File: src/rtl/bmd_pm_turnoff_req.sv
// PME_Turn_Off initiator: drains outstanding completions, raises the power-state-change interrupt, then requests PME_TO_Ack.
// Optional ack-wait timeout is built only when BMD_PM_TIMEOUT_EN is defined; otherwise pm_timeout is tied low.
module bmd_pm_turnoff_req #(
  parameter int TCQ            = 1,
  parameter int CNT_W          = 6,
  parameter int TIMEOUT_CYCLES = 4096,
  parameter int TIMEOUT_W      = 16
) (
  input  logic             clk,
  input  logic             rst_n,
  input  logic             pm_turnoff_msg,
  input  logic             req_compl,
  input  logic             compl_done,
  input  logic             cfg_power_state_change_ack,
  output logic             cfg_power_state_change_interrupt,
  output logic             pme_to_ack_valid,
  input  logic             pme_to_ack_ready,
  output logic             trn_pending,
  output logic [CNT_W-1:0] outstanding_cnt,
  output logic             pm_done,
  output logic             cnt_err,
  output logic             pm_timeout
);

  typedef enum logic [1:0] {ST_IDLE, ST_DRAIN, ST_REQ, ST_SEND} state_t;

  localparam logic [CNT_W-1:0] CNT_MAX = '1;
  localparam logic [CNT_W-1:0] CNT_ONE = CNT_W'(1);

  // The timeout counter must be able to represent TIMEOUT_CYCLES-1.
  if (TCQ < 0 || (TIMEOUT_W < 31 && (32'd1 << TIMEOUT_W) <= TIMEOUT_CYCLES)) begin : g_bad_param
    $error("bmd_pm_turnoff_req: TIMEOUT_W too small for TIMEOUT_CYCLES");
  end

  state_t           state;
  logic [CNT_W-1:0] cnt_nxt;
  logic             cnt_bad;

  always_comb begin
    cnt_nxt = outstanding_cnt;
    cnt_bad = 1'b0;
    if (req_compl && !compl_done) begin
      if (outstanding_cnt == CNT_MAX) cnt_bad = 1'b1;
      else                            cnt_nxt = outstanding_cnt + CNT_ONE;
    end else if (compl_done && !req_compl) begin
      if (outstanding_cnt == '0) cnt_bad = 1'b1;
      else                       cnt_nxt = outstanding_cnt - CNT_ONE;
    end
  end

  always_ff @(posedge clk or negedge rst_n) begin
    if (!rst_n) begin
      outstanding_cnt <= '0;
      trn_pending     <= 1'b0;
      cnt_err         <= 1'b0;
    end else begin
      outstanding_cnt <= cnt_nxt;
      trn_pending     <= (cnt_nxt != '0);
      if (cnt_bad) cnt_err <= 1'b1;
    end
  end

`ifdef BMD_PM_TIMEOUT_EN
  localparam logic [TIMEOUT_W-1:0] TMO_LAST = TIMEOUT_W'(TIMEOUT_CYCLES - 1);
  localparam logic [TIMEOUT_W-1:0] TMO_ONE  = TIMEOUT_W'(1);
  logic [TIMEOUT_W-1:0] tmo_cnt;
`else
  assign pm_timeout = 1'b0;
`endif

  always_ff @(posedge clk or negedge rst_n) begin
    if (!rst_n) begin
      state                            <= ST_IDLE;
      cfg_power_state_change_interrupt <= 1'b0;
      pme_to_ack_valid                 <= 1'b0;
      pm_done                          <= 1'b0;
`ifdef BMD_PM_TIMEOUT_EN
      tmo_cnt                          <= '0;
      pm_timeout                       <= 1'b0;
`endif
    end else begin
      pm_done <= 1'b0;
      case (state)
        ST_IDLE: begin
          if (pm_turnoff_msg) state <= ST_DRAIN;
        end
        // A req_compl arriving with the count at zero keeps us draining.
        ST_DRAIN: begin
          if (outstanding_cnt == '0 && !req_compl) begin
            state                            <= ST_REQ;
            cfg_power_state_change_interrupt <= 1'b1;
`ifdef BMD_PM_TIMEOUT_EN
            tmo_cnt                          <= '0;
`endif
          end
        end
        ST_REQ: begin
          if (cfg_power_state_change_ack) begin
            state                            <= ST_SEND;
            cfg_power_state_change_interrupt <= 1'b0;
            pme_to_ack_valid                 <= 1'b1;
          end
`ifdef BMD_PM_TIMEOUT_EN
          else if (tmo_cnt == TMO_LAST) begin
            state                            <= ST_IDLE;
            cfg_power_state_change_interrupt <= 1'b0;
            pm_timeout                       <= 1'b1;
          end else begin
            tmo_cnt <= tmo_cnt + TMO_ONE;
          end
`endif
        end
        ST_SEND: begin
          if (pme_to_ack_ready) begin
            state            <= ST_IDLE;
            pme_to_ack_valid <= 1'b0;
            pm_done          <= 1'b1;
          end
        end
        default: state <= ST_IDLE;
      endcase
    end
  end

endmodule
File: config.mk
export PLATFORM = sky130hd
export DESIGN_NAME = bmd_pm_turnoff_req
export DESIGN_NICKNAME = d
export VERILOG_FILES = /design/src/rtl/bmd_pm_turnoff_req.sv
export SDC_FILE = /design/constraint.sdc
export NUM_CORES = 1
export LEC_CHECK = 0
export ABC_AREA = 1
export CELL_PAD_IN_SITES_DETAIL_PLACEMENT = 2
export CELL_PAD_IN_SITES_GLOBAL_PLACEMENT = 2
export CORE_ASPECT_RATIO = 0.8
export CORE_MARGIN = 2
export CORE_UTILIZATION = 26
export CTS_BUF_LIST = sky130_fd_sc_hd__clkbuf_8
export DETAILED_ROUTE_END_ITERATION = 7
export PLACE_DENSITY = 0.81
export SLEW_MARGIN = 5
export SYNTH_ARGS = -nofsm -noshare
export SYNTH_HDL_FRONTEND = slang
export SYNTH_SLANG_ARGS = --single-unit
File: constraint.sdc
create_clock -name clk -period 1.6 [get_ports clk]
set_clock_uncertainty 0.2 [all_clocks]
set_input_delay 0.16 -clock clk [delete_from_list [all_inputs] [get_ports clk]]
set_output_delay 0.16 -clock clk [all_outputs]
set_load 0.005 [all_outputs]
After elaboration in Yosys (flattened, before gate mapping)
Index checks and enable logic that the tools add are counted.
- output and inout bits: 12
- flip-flop bits (word level): 13
- word-level logic and storage cells: 51
- input port bits: 7
- reductions and logical operators: 13
- equal/unequal tests: 8
- add/sub/neg operators: 2
- multiplexer cells: 21
- operator list (cell ; number):
    $mux 6 ; 4
    $mux 1 ; 10
    $mux 2 ; 4
    $ne 2x2->1 const B ; 4
    $pmux 2 s4 ; 1
    $add 6x1->6 const B ; 1
    $eq 6x6->1 const B ; 1
    $logic_not 6->1 ; 1
    $reduce_and 3->1 ; 2
    $reduce_bool 6->1 ; 1
    $sub 6x1->6 const B ; 1
    $eq 2x2->1 const B ; 2
    $pmux 1 s2 ; 2
    $reduce_and 4->1 ; 1
    $reduce_bool 2->1 ; 2
    $logic_and 1x1->1 ; 3
    $eq 2x1->1 const B ; 1
    $logic_not 1->1 ; 2
    $logic_not 2->1 ; 1

Depth between registers and ports, before layout
- word-level depth: 5
- gate-level depth with buffers: 9
- depth with buffers taken out: 9

Worst setup path after synthesis
Ideal clock, no wire load.
- kind: register to register
- from: reg outstanding_cnt[0]
- to: reg trn_pending
- stages on the path, launching flop included: 9
- data required time: 1.281 ns
- clock period less this slack: 1.646 ns
- arrival: 1.327 ns
- setup time: 0.119 ns
- path slack: -0.046 ns
- buffers on the path: 0
- path through: dfrtp_1 > ha_1 > or2_2 > nand3_1 > nand2_1 > a21oi_2 > nand3_1 > nor2_1 > nand2_1
- longest elaborated chain between the ends: 5
- elaborated cells between the ends (all ways): 9
- classes of those cells: add/sub (2); eq/ne (1); mux (4); reduce/logical (2)
- RTL lines (item ; RTL line ; text):
    from (decl) ; 19 ; output logic [CNT_W-1:0] outstanding_cnt,
    from (signal assigned) ; 57 ; outstanding_cnt <= cnt_nxt;
    $sub 6x1->6 / $logic_not 6->1 (equally long branches) ; 47, 46 ;
    $mux 6 ; 46 ; if (outstanding_cnt == '0) cnt_bad = 1'b1;
    $mux 6 ; 45 ; end else if (compl_done && !req_compl) begin
    $mux 6 (*) ; 42 ; if (req_compl && !compl_done) begin
    $reduce_bool 6->1 (*) ; 58 ; trn_pending <= (cnt_nxt != '0);
    to (signal assigned) ; 58 ;
    to (decl) ; 18 ; output logic trn_pending,
Mark *: on every way between the ends. The rest lies on a longest branch, timed or not.
A chain may end at the register's enable or synchronous reset.

Worst setup path in the final report
Ends and elaborated chain as after synthesis.

==> impl_metrics.csv <==
group,metric,value,unit
routing,drtPass1Iterations,4,
synthesis,synth_area_per_cell,7.280,µm²
synthesis,yosys-top-cells-area,"dfrtp_1 (34%), nand2_1 (12%), ha_1 (10%)",
synthesis,syn_area,960.9,µm²
power,powerDensity,1909,nW/µm²
setup_path,critPathMaxStageDelay,0.44,ns
synthesis,synth_warnings,0,
floorplanning,initial_utilization,27.50,%
synthesis,yosysTopAreaCellShare,33.85,%
clock_tree,numClockSinks,13,
floorplanning,core_area,3495,µm²
synthesis,ys_ff_latch,13,
place,dp_hpwl,2844,µm
routing,wirelength,4731,µm
timing,holdWs,0.01854,ns
synthesis,synth_fp_nets,147,
hold_path,hold_path_class,"in2async",
routing,ant_nets,0,
place,io_buffers,17,
finish,nNetsFinal,199,
finish,area.growth.synth_to_final,69.53,%
setup_path,crit_type,"reg2reg",
finish,multi_input_area,701.9,µm²
clock_tree,clock_path_buffers,2,
clock_tree,cts_root_buffer,"clkbuf_8",
routing,drt-initial-drc-count,46,
clock_tree,h-tree-depth,1,
routing,post_drt_wl_per_cell,21.03,µm
floorplanning,die_w,71.97,µm
power,ir_worst_vdd,0.8074,mV
setup_path,path_cells,"inv_2 -> buf_4 -> buf_6 -> nand3_4 -> o21ai_0 -> nand2_1 -> nand3_2 -> nand3_2 -> nor2_2 -> nand2_1",
setup_path,path_max_fanout,4,
global_route,grt_pass1_wl,6417,µm
finish,drive_above_1_share,44.81,%
clock_tree,clk_latency,0.25,ns
finish,regArea,330.3,µm²
timing,rsz0062_at_grt,"yes",
setup_path,slowest_stage,"dfrtp_2",
timing,fin_crit_sh,126.8,%
timing,finalSetupTns,-2.205,ns
setup_path,path_buf_inv,3,
setup_path,reg2reg_slack,-0.43,ns
finish,antennaDiodeCount,0,
synthesis,synth_top_cell_by_area,"dfrtp_1",
floorplanning,die_h,58.38,µm
global_route,grt_use_total,20.75,%
clock_tree,clk_pin_slew_worst_paths,0.06,ns
setup_path,start_kind,"flip-flop",
synthesis,netlist-cell-type-count,26,
global_route,grt_pass1_vias,1211,
timing,final-hold-violation-count,0,
timing,layout_min_cycle_time,2.029,ns
floorplanning,fp.dieArea,4201,µm²
timing,slew_violations,0,
finish,num-fill-cells,381,
global_route,gr-total-overflow,0,
synthesis,synthCells,132,
clock_tree,cts_buffers,3,
status,status,"finished, violations left",
power,leakage,0.7900,nW
setup_path,end_kind,"flip-flop",
global_route,antenna_found_initial,0,
power,power,3.109,mW
finish,final_util,46.62,%
timing,max_freq,0.4930,GHz
setup_path,crit_arrival,1.96,ns
setup_path,critPathRequiredTime,1.53,ns
floorplanning,rows,19,
place,routabilityCongestion,0.8210,
synthesis,synth_seq_area_share,33.85,%
routing,vias_per_cell,4.902,
clock_tree,cts_tree,"done",
routing,dr_total_vias,1103,
timing,worst_slack,-0.4286,ns
global_route,grt_max_degree,14,
floorplanning,io_pins,19,
status,violations,"negative setup slack",
setup_path,path_delay_family,"simple AND/OR/NAND/NOR gates",
routing,drc,0,
timing,setup_viol,11,
run,cap_violations,0,
clock_tree,cts.hold.buffers_added,0,
-- synth_stat cells --
cell,instances
o21ai_0,2
buf_4,1
or2_4,1
a21oi_2,1
o21ai_1,3
ha_1,8
o22ai_1,2
or2_2,1
nand4_1,3
nor3_1,1
clkinv_1,1
xor2_1,2
o211ai_2,1
o211ai_1,1
nand2_1,31
nor2_2,3
nand3_2,1
dfrtp_1,13
inv_2,1
conb_1,1
o21bai_1,1
nand2_2,1
o21ai_2,4
inv_1,21
nor2_1,11
nand3_1,16
-- power by group --
part	internal [mW]	switching [mW]
registers	0.485	0.183
clock network	0.170	0.130
logic	1.01	1.13
total	1.67	1.44
-- logic make-up (layout without fill, tap and decap cells) --
family          count (synthesis)  after routing  share of synthesized area, %
simple gates                   69             69                         32.42
xor+xnor                        2              2                         1.823
buf+inv                        24             75                         9.766
fa+ha+maj                       8              8                         10.42
other cells                     1              1                        0.3903
compound gates                 15             15                         11.33
flops                          13             13                         33.85
-- path summary, 6_finish.rpt --
kind	start	endpoint	cells after the start
min in group clk	pme_to_ack_valid$_DFFE_PN0P_	pme_to_ack_valid$_DFFE_PN0P_	2
max	outstanding_cnt[0]$_DFF_PN0_	trn_pending$_DFF_PN0_	10
min reg2reg	pme_to_ack_valid$_DFFE_PN0P_	pme_to_ack_valid$_DFFE_PN0P_	2
max in group asynchronous	rst_n	outstanding_cnt[3]$_DFF_PN0_	2
min	rst_n	trn_pending$_DFF_PN0_	2
max reg2reg	outstanding_cnt[0]$_DFF_PN0_	trn_pending$_DFF_PN0_	10
-- sequential cells by signal, summed over array words and instances, names as in the netlist --
name / cells
cfg_power_state_change_interrupt: 1
trn_pending: 1
state: 2
cnt_err: 1
pm_done: 1
pme_to_ack_valid: 1
outstanding_cnt: 6
-- layout make-up --
cell class	instances	share of cell area (%)
Sequential cell	13	20.28
Clock inverter	1	0.2304
Timing Repair Buffer	48	25.35
Tap cell	42	3.226
Clock buffer	3	2.535
Inverter	23	5.300
Multi-Input combinational cell	95	43.09
-- cell usage in the layout, fill, tap and decap left out, types with 2 or more instances in the layout --
master / count
buf_4: 28
buf_6: 3
clkbuf_8: 3
clkdlybuf4s50_1: 10
dfrtp_1: 9
dfrtp_2: 4
dlygate4sd2_1: 5
dlymetal6s2s_1: 2
ha_1: 4
ha_4: 3
inv_1: 18
inv_2: 5
nand2_1: 23
nand2_2: 9
nand3_1: 9
nand3_2: 5
nand3_4: 3
nand4_1: 3
nor2_1: 4
nor2_2: 7
nor2_4: 3
o21ai_1: 4
o21ai_2: 4
o22ai_1: 2
or2_4: 2
xor2_1: 2
-- metrics by stage --
| stage | std cells | worst slack (ns) | instance area (µm²) |
|---|---|---|---|
| floorplan | 132 | 0.01308 | 983.4 |
| global placement | 212 | -0.2323 | 1364 |
| detailed placement | 212 | -0.4021 | 1364 |
| CTS | 221 | -0.2485 | 1498 |
| global route | 225 | -0.4725 | 1629 |
| finish | 225 | -0.4286 | 1629 |
-- repair_timing --
action / in CTS / in global routing
hold endpoints to repair: 0 / 0
setup endpoints to repair: 17 / 13
buffers inserted: 6 / 4
pin swaps: 6 / 10
resized for setup: 25 / 24
-- per-layer routing --
metal,vias up,routed length [µm],track usage (%)
li1,522,-,-
met1,554,2203,29.27
met2,23,2317,33.20
met3,4,166,4.966
met4,0,44,3.235
met5,-,0,0
Power figures use the tool's default switching activity.
